**config.mk**
```make
export PLATFORM = sky130hd
export DESIGN_NAME = uart_tx_arbiter
export DESIGN_NICKNAME = d
export VERILOG_FILES = /design/src/rtl/uart_arb_pkg.sv /design/src/rtl/rr_pick.sv /design/src/rtl/uart_tx_arbiter.sv
export SDC_FILE = /design/constraint.sdc
export NUM_CORES = 1
export LEC_CHECK = 0
export ABC_AREA = 1
export CELL_PAD_IN_SITES_DETAIL_PLACEMENT = 1
export CELL_PAD_IN_SITES_GLOBAL_PLACEMENT = 1
export CORE_ASPECT_RATIO = 0.6
export CORE_UTILIZATION = 31
export CTS_CLUSTER_DIAMETER = 30
export CTS_CLUSTER_SIZE = 10
export DETAILED_ROUTE_END_ITERATION = 16
export PLACE_DENSITY_LB_ADDON = 0.3
export SYNTH_ARGS = -nofsm -noshare
export SYNTH_HDL_FRONTEND = slang
export SYNTH_HIERARCHICAL = 1
export SYNTH_SLANG_ARGS = --single-unit
```
**constraint.sdc**
```tcl
create_clock -name clk -period 1.84 [get_ports clk]
set_input_delay 0.552 -clock clk [delete_from_list [all_inputs] [get_ports clk]]
set_output_delay 0.552 -clock clk [all_outputs]
set_load 0.005 [all_outputs]
```
**src/rtl/uart_arb_pkg.sv**
```systemverilog
// Shared types and helpers for the uart transmit arbiter and its round-robin picker.
package uart_arb_pkg;

  typedef enum logic [1:0] {
    IDLE      = 2'd0,
    LAUNCH    = 2'd1,
    WAIT_BUSY = 2'd2,
    WAIT_DONE = 2'd3
  } arb_state_e;

  localparam int DEFAULT_START_TIMEOUT = 16;

  // Next round-robin pointer with an explicit wrap, so non-power-of-2 counts work.
  function automatic logic [2:0] rr_next(input logic [2:0] ptr, input int n);
    return (int'(ptr) >= n - 1) ? 3'd0 : ptr + 3'd1;
  endfunction

endpackage

```
**src/rtl/rr_pick.sv**
```systemverilog
// Combinational round-robin priority picker: first set request at or after ptr, wrapping.
module rr_pick #(
  parameter int NUM_REQ = 2,
  parameter int PTR_W   = (NUM_REQ > 1) ? $clog2(NUM_REQ) : 1
) (
  input  logic [NUM_REQ-1:0] req,
  input  logic [PTR_W-1:0]   ptr,
  output logic [NUM_REQ-1:0] pick_oh,
  output logic               found
);

  logic [PTR_W:0]   sum;
  logic [PTR_W-1:0] cand;

  always_comb begin
    pick_oh = '0;
    found   = 1'b0;
    sum     = '0;
    cand    = '0;
    for (int k = 0; k < NUM_REQ; k++) begin
      sum = {1'b0, ptr} + (PTR_W+1)'(k);
      if (sum >= (PTR_W+1)'(NUM_REQ)) sum = sum - (PTR_W+1)'(NUM_REQ);
      cand = sum[PTR_W-1:0];
      if (!found && req[cand]) begin
        pick_oh[cand] = 1'b1;
        found         = 1'b1;
      end
    end
  end

endmodule

```
**src/rtl/uart_tx_arbiter.sv**
```systemverilog
// Shares one uart transmitter among NUM_REQ byte producers, one byte per grant,
// with an optional per-requester lock that keeps multi-byte messages together.
module uart_tx_arbiter
  import uart_arb_pkg::*;
#(
  parameter int NUM_REQ       = 2,
  parameter int START_TIMEOUT = DEFAULT_START_TIMEOUT
) (
  input  logic                 clk,
  input  logic                 reset,
  input  logic [NUM_REQ-1:0]   req_valid,
  input  logic [8*NUM_REQ-1:0] req_data,
  input  logic [NUM_REQ-1:0]   req_lock,
  output logic [NUM_REQ-1:0]   req_ready,
  output logic [NUM_REQ-1:0]   grant,
  output logic                 uart_transmit,
  output logic [7:0]           uart_tx_byte,
  input  logic                 uart_tx_busy,
  output logic                 timeout_err,
  output arb_state_e           dbg_state
);

  // Handshake: a byte moves when req_valid[i] is high in IDLE with the uart idle and
  // i wins the pick; req_ready[i] then pulses for one cycle and req_data is not used again.
  localparam int PTR_W = (NUM_REQ > 1) ? $clog2(NUM_REQ) : 1;
  localparam int CNT_W = $clog2(START_TIMEOUT + 1);

  arb_state_e         state_q, state_d;
  logic [PTR_W-1:0]   rr_ptr_q, rr_ptr_d, owner_q, owner_d, pick_idx, sel_idx;
  logic [CNT_W-1:0]   cnt_q, cnt_d;
  logic [NUM_REQ-1:0] pick_oh, grant_d, ready_d;
  logic               pick_found, transmit_d, timeout_d, do_release;
  logic [7:0]         byte_d, sel_byte;

  rr_pick #(.NUM_REQ(NUM_REQ), .PTR_W(PTR_W)) u_rr_pick (
    .req     (req_valid),
    .ptr     (rr_ptr_q),
    .pick_oh (pick_oh),
    .found   (pick_found)
  );

  always_comb begin
    pick_idx = '0;
    for (int i = 0; i < NUM_REQ; i++)
      if (pick_oh[i]) pick_idx = PTR_W'(i);
    sel_idx  = (|grant) ? owner_q : pick_idx;
    sel_byte = 8'h00;
    for (int i = 0; i < NUM_REQ; i++)
      if (sel_idx == PTR_W'(i)) sel_byte = req_data[8*i +: 8];
  end

  always_comb begin
    state_d    = state_q;
    rr_ptr_d   = rr_ptr_q;
    owner_d    = owner_q;
    cnt_d      = cnt_q;
    grant_d    = grant;
    ready_d    = '0;
    transmit_d = 1'b0;
    timeout_d  = 1'b0;
    byte_d     = uart_tx_byte;
    do_release = 1'b0;
    case (state_q)
      IDLE: begin
        if (!uart_tx_busy) begin
          if (|grant) begin
            if (!req_lock[owner_q]) begin
              do_release = 1'b1;
            end else if (req_valid[owner_q]) begin
              ready_d = grant;
              byte_d  = sel_byte;
              state_d = LAUNCH;
            end
          end else if (pick_found) begin
            ready_d = pick_oh;
            grant_d = pick_oh;
            owner_d = pick_idx;
            byte_d  = sel_byte;
            state_d = LAUNCH;
          end
        end
      end
      LAUNCH: begin
        transmit_d = 1'b1;
        cnt_d      = '0;
        state_d    = WAIT_BUSY;
      end
      WAIT_BUSY: begin
        if (uart_tx_busy) begin
          state_d = WAIT_DONE;
        end else begin
          cnt_d = (cnt_q == CNT_W'(START_TIMEOUT)) ? cnt_q : cnt_q + 1'b1;
          if (cnt_q == CNT_W'(START_TIMEOUT - 1)) begin
            timeout_d  = 1'b1;
            do_release = 1'b1;
            state_d    = IDLE;
          end
        end
      end
      WAIT_DONE: begin
        if (!uart_tx_busy) begin
          do_release = 1'b1;
          state_d    = IDLE;
        end
      end
      default: state_d = IDLE;
    endcase
    // A held lock keeps the owner and leaves the rotation pointer where it was.
    if (do_release && !req_lock[owner_q]) begin
      grant_d  = '0;
      rr_ptr_d = PTR_W'(rr_next(3'(owner_q), NUM_REQ));
    end
  end

  always_ff @(posedge clk) begin
    if (reset) begin
      state_q       <= IDLE;
      rr_ptr_q      <= '0;
      owner_q       <= '0;
      cnt_q         <= '0;
      grant         <= '0;
      req_ready     <= '0;
      uart_transmit <= 1'b0;
      timeout_err   <= 1'b0;
      uart_tx_byte  <= 8'h00;
    end else begin
      state_q       <= state_d;
      rr_ptr_q      <= rr_ptr_d;
      owner_q       <= owner_d;
      cnt_q         <= cnt_d;
      grant         <= grant_d;
      req_ready     <= ready_d;
      uart_transmit <= transmit_d;
      timeout_err   <= timeout_d;
      uart_tx_byte  <= byte_d;
    end
  end

  assign dbg_state = state_q;

endmodule

```
==> metrics.yaml <==
status: "finished with violations"
violations: "design-rule violations"
peakVddDrop_uv: 425
cp_cell_sequence: "clkdlybuf4s50_1"
die_w_um: 84.0
synthesis.nets: 224
dr.pass1.iters: 10
drc: 4
fin_crit_ps: 1790
cts_root_buf: "clkbuf_8"
routed-via-count: 1323
grt_overflow: 0
finalNetCount: 278
cp_slowest_cell: "clkdlybuf4s50_1"
p_per_area_nw_per_um2: 828
routed_wl_um: 3500
hold_depth: 1
antennaDiodeCount: 0
cp_max_fo: 3
clock_latency_ps: 270
synth-async-reset-ratio_pct: 0
hpwl_um: 2850
ant_nets: 0
row_count: 17
pin_count: 39
die_y_um: 51.2
clkSinkCount: 23
yosysMostFrequentCell: "nand2_1"
synthCells: 198
cts_max_path_buffers: 2
cpPeakStageDelay_ps: 540
min-delay-start: "cnt_q[0]"
synth_area_leaders: "dfxtp_1 (37%), nand2_1 (17%), inv_1 (11%)"
r2r_slack_ps: 380
design_area_um2: 1850
clk_pin_slew_ps: 80
p_leak_nw: 0.873
detail_route.iter0.violations: 35
cap_viol_max_count: 0
tritoncts: "built"
initial_core_util_pct: 33.2
fin_worst_skew_ps: 1.49
yosysWarningCount: 6
cts_setup_buffers: 0
die_area_um2: 4300
place_congestion: 0.746
synthTopCellsByCount: "nand2_1 (58), inv_1 (37), nor2_1 (28)"
crit_arrival_ps: 1240
synth_top_area_cell: "dfxtp_1"
ys_types: 23
start_kind: "flop"
antenna_found_initial: 0
crit_family: "buffers and inverters"
syn_area_um2: 1250
grt_pass1_vias: 1301
fmax_mhz: 559
r2r-start: "owner_q"
fin_util_pct: 49.0
ys_seq_area_share_pct: 36.8
r2r_cells: 10
slew_headroom_pct: 76.7
track_usage_pct: 17.8
ys_ff_latch: 23
postCtsHoldBufs: 0
n_fill_cell: 497
synth.avg_cell_area_um2: 6.32
cts_buffers: 3
dpl_cell_area_um2: 1770
multi_input_area_um2: 637
required_ps: 1290
end_kind: "primary output"
h-tree-depth: 1
portBuffers: 38
regArea_um2: 460
r2r_end: "uart_tx_byte[2]"
synth_top_cell_area_share_pct: 36.8
worstHoldEndpoint: "cnt_q[0]"
syn_to_final_growth_pct: 47.5
path_buf_inv: 1
hold_viol: 0
viasPerCell: 4.44
grt_max_degree: 17
worstMarginPinSlew_ps: 350
setup_viol: 0
hp-class: "reg -> reg"
wl_per_cell_um: 11.8
drive_above_1_share_pct: 12.4
synth-edff-count: 0
core_area_um2: 3760
crit_type: "reg -> out"
yosys_most_used_dff: "dfxtp_1"
grt_pass1_wl_um: 5930
finalCritPeriodShare_pct: 97.3
drv_slew: 0
[worst max path at each step]
stage                       from         endpoint  slack, ps  depth (start not counted)
global route            grant[1]         grant[1]         -1                          1
detailed placement  req_valid[1]  uart_tx_byte[5]       -230                         10
finish                  grant[1]         grant[1]         50                          1
CTS                     grant[1]         grant[1]         40                          1
floorplan           req_valid[1]  uart_tx_byte[3]        360                         10
global placement    req_valid[1]  uart_tx_byte[1]       -150                         10
[where the power goes]
part           switching, W  internal, W  leakage (nW)  total, W
registers         0.0000422     0.000560         0.188  0.000602
clock network      0.000166     0.000151        0.0255  0.000318
logic              0.000318     0.000289         0.659  0.000607
total              0.000527      0.00100         0.873   0.00153
[state kept, by name, summed over array words and instances (netlist names)]
signal         cells
owner_q            1
uart_transmit      1
uart_tx_byte       8
rr_ptr_q           1
grant              2
dbg_state          2
cnt_q              5
req_ready          2
timeout_err        1
[through the flow]
stage	total power [W]	hold slack [ps]	cells	setup TNS (ps)	worst slack, ps
after detailed placement	0.00120	455	293	-1900	-225
after global placement	0.00119	451	293	-1110	-150
after global routing	0.00165	486	298	-0.982	-0.982
after floorplan	0.000931	431	198	0	355
final	0.00153	461	298	0	49.9
after CTS	0.00153	467	297	0	39.0
[what timing repair did]
action / 4_1_cts / 5_1_grt
resized for setup: 0 / 4
endpoints found under the setup margin: 0 / 8
endpoints found under the hold margin: 0 / 0
[per-layer routing]
metal / wire (um) / global-route usage (%) / vias to the layer above / part of all wire (%)
met5: 0 / 0 / - / 0
met1: 1910 / 24.8 / 591 / 55
met4: 29 / 4.31 / 0 / 0.83
met2: 1420 / 27.5 / 24 / 41
li1: - / - / 706 / -
met3: 141 / 4.52 / 2 / 4.0
[placed cells by master (no fill, tap or decap), drive strengths merged]
| cell type | Yosys | layout |
|---|---|---|
| nand2 | 61 | 61 |
| a21oi | 14 | 14 |
| o21a | 1 | 1 |
| dfxtp | 23 | 23 |
| ha | 3 | 3 |
| clkbuf | 1 | 3 |
| or2 | 1 | 1 |
| o21ai | 11 | 12 |
| clkdlybuf4s50 | 0 | 37 |
| dlymetal6s2s | 0 | 1 |
| nand4 | 1 | 1 |
| nor2 | 30 | 30 |
| buf | 3 | 14 |
| nor3 | 3 | 3 |
| nand3 | 8 | 8 |
| inv | 38 | 38 |
| clkinv | 0 | 1 |
[cell families after synthesis]
group                    count (synthesis)  synth area share (%)
flip-flops                              23                  36.8
buffers and inverters                   42                  14.1
adder cells (fa/ha/maj)                  3                  3.00
AND/OR/NAND/NOR                        104                  34.9
AO/OA/AOI/OAI                           26                  11.2
[cell type report]
| class | count | share of cell area [%] |
|---|---|---|
| sequential | 23 | 24.9 |
| clock buffer | 3 | 2.24 |
| clock inverter | 1 | 0.271 |
| tap | 47 | 3.19 |
| inverter | 38 | 7.73 |
| multi-input combinational | 134 | 34.5 |
| timing repair buffer | 52 | 27.1 |
(Power assumes the default switching activity.)
